==> config.mk <==
export PLATFORM = sky130hd
export DESIGN_NAME = if_id_queue
export DESIGN_NICKNAME = d
export VERILOG_FILES = /design/src/rtl/if_id_queue.sv
export SDC_FILE = /design/constraint.sdc
export NUM_CORES = 1
export LEC_CHECK = 0
export BUFFER_PORTS_ARGS = -buffer_cell sky130_fd_sc_hd__buf_4
export CAP_MARGIN = 25
export CORE_MARGIN = 1.5
export CORE_UTILIZATION = 30
export DETAILED_ROUTE_END_ITERATION = 10
export SLEW_MARGIN = 20
export SYNTH_ARGS = -nofsm -noshare
export SYNTH_HDL_FRONTEND = slang
export SYNTH_SLANG_ARGS = --single-unit
==> constraint.sdc <==
create_clock -name clk -period 10.1 [get_ports clk]
set_clock_uncertainty 0.2 [all_clocks]
set_input_delay 0.505 -clock clk [delete_from_list [all_inputs] [get_ports clk]]
set_output_delay 0.505 -clock clk [all_outputs]
set_load 0.005 [all_outputs]
==> src/rtl/if_id_queue.sv <==
// Two-entry fetch-to-decode instruction queue with valid/ready handshakes on both sides.
// Optional combinational empty-queue bypass when IF_ID_QUEUE_BYPASS_EN is defined.
`ifndef DATA_WIDTH
`define DATA_WIDTH 32
`endif

module if_id_queue #(
  parameter int DATA_WIDTH = `DATA_WIDTH,
  parameter int DEPTH      = 2
) (
  input  logic                  clk,
  input  logic                  rst,
  input  logic                  flush,
  input  logic                  in_valid,
  output logic                  in_ready,
  input  logic [DATA_WIDTH-1:0] in_pc,
  input  logic [DATA_WIDTH-1:0] in_pc_plus4,
  input  logic [31:0]           in_instr,
  output logic                  out_valid,
  input  logic                  out_ready,
  output logic [DATA_WIDTH-1:0] out_pc,
  output logic [DATA_WIDTH-1:0] out_pc_plus4,
  output logic [31:0]           out_instr,
  output logic                  out_misaligned,
  output logic [1:0]            count
);

  localparam logic [1:0] FULL = 2'(DEPTH);

  logic [DATA_WIDTH-1:0] pc_mem    [2];
  logic [DATA_WIDTH-1:0] pc4_mem   [2];
  logic [31:0]           instr_mem [2];
  logic                  mis_mem   [2];

  logic [1:0] count_reg, count_next;
  logic       wr_ptr_reg, rd_ptr_reg;
  logic       push, pop, bypass, has_entry, in_misaligned;

  assign has_entry     = (count_reg != 2'd0);
  assign in_ready      = (count_reg != FULL);
  assign in_misaligned = (in_pc[1:0] != 2'b00);

`ifdef IF_ID_QUEUE_BYPASS_EN
  assign bypass = ~has_entry & in_valid & ~flush;
`else
  assign bypass = 1'b0;
`endif

  // A bypassed bundle that decode takes immediately never occupies a slot.
  assign push = in_valid & in_ready & ~flush & ~(bypass & out_ready);
  assign pop  = has_entry & out_ready & ~flush;

  assign count_next = count_reg + {1'b0, push} - {1'b0, pop};
  assign count      = count_reg;
  assign out_valid  = has_entry | bypass;

  always_comb begin
    out_pc         = pc_mem[rd_ptr_reg];
    out_pc_plus4   = pc4_mem[rd_ptr_reg];
    out_instr      = instr_mem[rd_ptr_reg];
    out_misaligned = has_entry & mis_mem[rd_ptr_reg];
    if (bypass) begin
      out_pc         = in_pc;
      out_pc_plus4   = in_pc_plus4;
      out_instr      = in_instr;
      out_misaligned = in_misaligned;
    end
  end

  always_ff @(posedge clk) begin
    if (rst || flush) begin
      count_reg  <= 2'd0;
      wr_ptr_reg <= 1'b0;
      rd_ptr_reg <= 1'b0;
    end else begin
      count_reg <= count_next;
      if (push) wr_ptr_reg <= ~wr_ptr_reg;
      if (pop)  rd_ptr_reg <= ~rd_ptr_reg;
    end
  end

  // Payload storage is never cleared; only the occupancy state decides validity.
  always_ff @(posedge clk) begin
    if (push) begin
      pc_mem[wr_ptr_reg]    <= in_pc;
      pc4_mem[wr_ptr_reg]   <= in_pc_plus4;
      instr_mem[wr_ptr_reg] <= in_instr;
      mis_mem[wr_ptr_reg]   <= in_misaligned;
    end
  end

endmodule
==> results by group, run 1 <==
Timing
  • Unrepaired setup endpoints after global routing: no
  • Setup TNS: 0 ps
  • Setup Viol. Count Final: 0
  • Minimum clock period after layout: 3320 ps
  • Normalized max-slew margin: 40.4%
  • Worst hold slack: 65.0 ps
  • Hold Fails Final Rpt: 0
  • Post-route setup slack: 6780 ps
  • Fmax: 301 MHz
  • Worst slew pin tran: 895 ps
  • Period utilisation layout: 32.9%
  • Slew Viols, Final: 0

Worst setup path
  • Critical Path Slowest Stage Cell: buf_4
  • WP buf/inv: 2
  • Number of cells on the critical path: 3
  • Worst R2R Setup Slack: 7860 ps
  • Worst Path Max Fanout: 54
  • Delay-heaviest family, CP: buffers and inverters
  • Worst EP arrival: 2620 ps
  • WS Path Type: reg -> out
  • Setup crit end kind: output port
  • Crit start category: flop
  • Path depth of the worst reg2reg path: 9
  • Worst-path cell chain: buf_4, mux2_2, buf_4
  • Critical path required time: 9400 ps
  • Most used cell, CP: buf_4
  • Slowest stage delay, CP: 780 ps

Global route
  • Largest net degree at the start of global routing: 55
  • Global-route wire length before repair: 21700 µm
  • Gr ovfl total: 0
  • Initial antenna violation count: 0
  • Vias in the first global route: 3900
  • Tot GR Track Use: 11.1%

Synthesis
  • Yosys reg bits: 199
  • Async S/R FF share, synth: 0%
  • Synth Warn #: 0
  • Mapped Nets: 435
  • Distinct cells, synth: 20
  • Cell with the most instances after synthesis: edfxtp_1
  • Cell accounting for the most synthesized area: edfxtp_1
  • Area contributors post-synth: edfxtp_1, mux2_2, mux2_4, dfxtp_1, buf_6
  • Cell count after synthesis: 332
  • Most used DFF post-synth: edfxtp_1
  • Sequential area share after synthesis: 80.4%
  • Synthesized area per cell: 22.2 µm²
  • Post-Syn Area: 0.00737 mm²
  • Commonest cells in the synthesized netlist: edfxtp_1, mux2_2, mux2_4
  • Synth top area share: 79.0%
  • Post-synth EDFFs: 194

Floorplanning
  • Row count: 57
  • Initial Utilization: 30.4%
  • Area of the core: 0.0242 mm²
  • Die W: 160 µm
  • Die area: 0.0255 mm²
  • Die Ht: 160 µm
  • I/O Pins: 202

Pwr
  • Total chip power: 1.70 mW
  • Internal power: 1.35 mW
  • Power share of the combinational group: 6.4%
  • Power Density: 174 mW/mm²
  • Sw Ratio: 21.0%
  • Clk network pwr share: 38.5%
  • Leakage Power: 3.61 nW
  • Sw power: 0.358 mW
  • Register share of total power: 55.1%
  • Worst ir drop on vdd: 0.0934 mV

Detailed routing
  • Post-DR wirelength/cell: 15.9 µm
  • DRT iter0 DRCs: 160
  • Residual DRC: 0
  • Vias: 3671
  • ANT nets after route: 0
  • Final wirelength: 14000 µm
  • Drt first pass iters: 4
  • Vias per Instance: 4.16

Final layout
  • Final Net Count: 649
  • Post-Layout Cell Count: 883
  • Fin util: 40.5%
  • Biggest registers after layout: instr_mem: 64 flops, pc4_mem: 64 flops, pc_mem: 64 flops
  • Final Cell Area: 0.00982 mm²
  • Layout cell share with drive strength beyond 1: 60.5%
  • Layout area overhead: 33.2%
  • # diodes: 0
  • Fillers: 2204

Worst hold path
  • Hold Crit Depth: 1
  • Worst hold path class: in -> reg

Place
  • DP Worst Slack: 7200 ps
  • Placed Cells: 851
  • RD Place Congestion: 0.761
  • DP Wirelength: 9350 µm
  • Placed inst area: 0.00925 mm²
  • Buffers added on ports: 201

Clock network
  • Post-CTS Resized: 0
  • Clk buf depth: 2
  • Hold buffer count at cts: 0
  • Clk_lat worst skew: 410 ps
  • Clk slew on worst S/H paths: 80 ps
  • Clock root buffer: clkbuf_16
  • CTS Sinks: 199
  • CTS tree: yes
  • Max H-tree Level: 4
  • Setup Buffers After CTS: 0
  • TritonCTS Buffers: 17

Status
  • Status: finished, final reports clean

Flow run
  • Max-Cap Viols: 0
kinds of logic (layout without fill, tap and decap cells):
logic type,count (synthesis),in the layout,share of synthesized area [%]
compound gates,1,1,0.0678
xor+xnor,3,3,0.356
fa+ha+maj,2,2,0.339
buf+inv,13,240,1.27
flops,199,199,80.4
mux,98,98,16.5
simple gates,16,16,1.12
power groups by stage:
stage	Sequential, mW	Combinational (mW)	Clock [mW]
6_report	0.940	0.108	0.656
5_1_grt	0.942	0.118	0.714
4_1_cts	0.940	0.111	0.679
3_5_place_dp	0.959	0.111	0
3_3_place_gp	0.958	0.107	0
2_1_floorplan	0.962	0.0385	0
final timing paths:
check / startpoint / endpoint
hold / removal: in_instr[9] / instr_mem[0][9]
hold reg to reg: wr_ptr_reg / wr_ptr_reg
setup / recovery: flop / out_pc[24]
setup reg to reg: count[0] / count[1]
worst register-to-register path: stages (launching register included):
cell and delay (ps):
dfxtp_1 400, nand2b_1 160, nand2_1 150, or2_2 310, ha_1 270, inv_1 40, ha_1 180, xnor2_1 130
xnor2_1 130, and2_1 160
cells in the final DEF, fill, tap and decap left out, drive strengths merged:
cell	synthesis	layout
buf	11	206
nand2b	1	1
or3	1	1
dfxtp	5	5
mux2i	2	2
nor3	3	3
clkinvlp	0	2
clkinv	0	6
xor2	1	1
mux2	96	96
nand2	2	2
ha	2	2
inv	2	8
o21ai	1	1
bufinv	0	1
edfxtp	194	194
clkbuf	0	17
or2	2	2
xnor2	2	2
and2	2	2
nor2	4	4
nor3b	1	1
final cells by class:
class	instances	area, µm²	share of cell area [%]
Tap cell	324	405	4.13
Multi-Input combinational cell	120	1360	13.9
Sequential cell	199	5930	60.4
Clock inverter	15	145	1.48
Inverter	2	7.51	0.0764
Timing Repair Buffer	206	1550	15.7
Clock buffer	17	425	4.33
metal layers:
layer | vias to the layer above | GRT usage, % | share of wire, %
met4 | 0 | 4.07 | 1.5
li1 | 1731 | - | -
met3 | 11 | 3.74 | 5.6
met5 | - | 0 | 0
met2 | 112 | 18.1 | 49
met1 | 1817 | 13.8 | 43
Power figures use the tool's default switching activity.
==> run 2, diff against run 1 <==
Clock period 10.1 ns to 3.3 ns, I/O delays scaled along.
==> run 2 against run 1 <==
- utilization up 4.4 points
- non-clock buffer count up 101
- final cell count up 11%
- cell area up 11%
- critical endpoint is now out_instr[19]
==> results by group, run 2 (synthesized netlist as in run 1, its figures left out) <==
Status
  • Status: finished, final reports clean

Worst hold path
  • Worst hold path class: in -> reg
  • Hold path start: in_instr[28]

Detailed routing
  • Drt first pass iters: 4
  • Post-DR wirelength/cell: 15.1 µm
  • Vias per Instance: 4.20
  • Vias: 4124
  • Final wirelength: 14800 µm
  • Residual DRC: 0
  • ANT nets after route: 0
  • DRT iter0 DRCs: 166

Clock network
  • Clk_lat worst skew: 420 ps
  • Post-CTS Resized: 0
  • Clk buf depth: 2
  • Max H-tree Level: 4
  • CTS Sinks: 199
  • Clock root buffer: clkbuf_16
  • CTS tree: yes
  • Clk slew on worst S/H paths: 70 ps
  • TritonCTS Buffers: 17

Global route
  • Tot GR Track Use: 11.8%
  • Vias in the first global route: 4554
  • Initial antenna violation count: 0
  • Largest net degree at the start of global routing: 98
  • Global-route wire length before repair: 23200 µm
  • Gr ovfl total: 0

Place
  • Buffers added on ports: 201
  • DP Wirelength: 9060 µm
  • RD Place Congestion: 0.737
  • DP Worst Slack: 1170 ps

Worst setup path
  • Critical path required time: 2930 ps
  • Worst Path Max Fanout: 97
  • Critical Path Slowest Stage Cell: buf_12
  • Crit start category: flop
  • WS Path Type: reg -> out
  • Worst-path cell chain: buf_12, mux2_2, buf_4
  • Slowest stage delay, CP: 460 ps
  • Worst EP arrival: 1860 ps
  • RR Startpoint: count[0]
  • Setup crit end kind: output port

Final layout
  • Commonest cells after routing, fill and taps aside: buf_4, edfxtp_1, dlygate4sd3_1
  • Final Net Count: 750
  • Layout area overhead: 47.9%
  • Fin util: 45.0%
  • Biggest registers after layout: instr_mem: 64 flops, pc4_mem: 64 flops, pc_mem: 64 flops
  • Fillers: 2133
  • # diodes: 0
  • Layout cell share with drive strength beyond 1: 51.3%
  • Commonest non-fill, non-tap cell in the layout: buf_4

Timing
  • Fmax: 449 MHz
  • Slew Viols, Final: 0
  • Period utilisation layout: 67.4%
  • Hold Fails Final Rpt: 0
  • Unrepaired setup endpoints after global routing: no
  • Normalized max-slew margin: 50.9%
  • Post-route setup slack: 1070 ps
  • Setup Viol. Count Final: 0
  • Minimum clock period after layout: 2230 ps
  • Worst slew pin tran: 737 ps

Floorplanning
  • Die W: 160 µm
  • I/O Pins: 202
  • Initial Utilization: 30.4%
  • Area of the core: 0.0242 mm²
  • Die area: 0.0255 mm²
  • Die Ht: 160 µm
  • Row count: 57

Pwr
  • Worst ir drop on vdd: 0.350 mV
  • Leakage Power: 4.06 nW
  • Power Density: 498 mW/mm²

Flow run
  • Max-Cap Viols: 0
==> run 2: routing by layer <==
layer | vias up | wire [µm] | global-route usage (%)
li1 | 1934 | - | -
met1 | 2056 | 5920 | 13.3
met2 | 122 | 7930 | 21.1
met3 | 12 | 800 | 3.58
met4 | 0 | 172 | 3.90
met5 | - | 0 | 0
==> run 2: what timing repair did <==
action                                 CTS  global route
endpoints found under the hold margin  199             0
hold buffers                           101             0
setup buffers                            0             0
==> run 2: worst paths after layout <==
check                     end  cells past startpoint  slack [ps]
min          instr_mem[1][28]                      2         270
min reg2reg        wr_ptr_reg                      2         320
max reg2reg          count[1]                      9        1150
max             out_instr[19]                      3        1070
==> run 2: final cells by class <==
cell class                 count  area [µm²]  share of cell area [%]
sequential                   199        5930                    54.4
timing repair buffer         307        2570                    23.6
multi-input combinational    120        1390                    12.8
clock buffer                  18         429                    3.94
tap                          324         405                    3.72
clock inverter                13         168                    1.54
inverter                       2        7.51                  0.0689
==> run 2: worst max-delay path, delay by kind of cell, from the launching register on <==
family   cells  cell delay [ps]
mux          1              410
flops        1              350
buf+inv      2              600
==> run 2: where the power goes <==
group / internal [mW] / switching [mW]
sequential: 2.86 / 0.0174
clock: 1.20 / 0.907
combinational: 0.282 / 0.159
total: 4.34 / 1.08
==> run 2: stage by stage <==
step	hold WS, ps	setup TNS [ps]	instances	area (µm²)	total power, mW
after floorplan	41.8	-56690	332	7410	3.05
after global placement	150	0	851	9290	3.27
after detailed placement	154	0	851	9290	3.28
after CTS	243	0	983	10900	5.51
after global routing	249	0	983	10900	5.64
final	273	0	983	10900	5.43
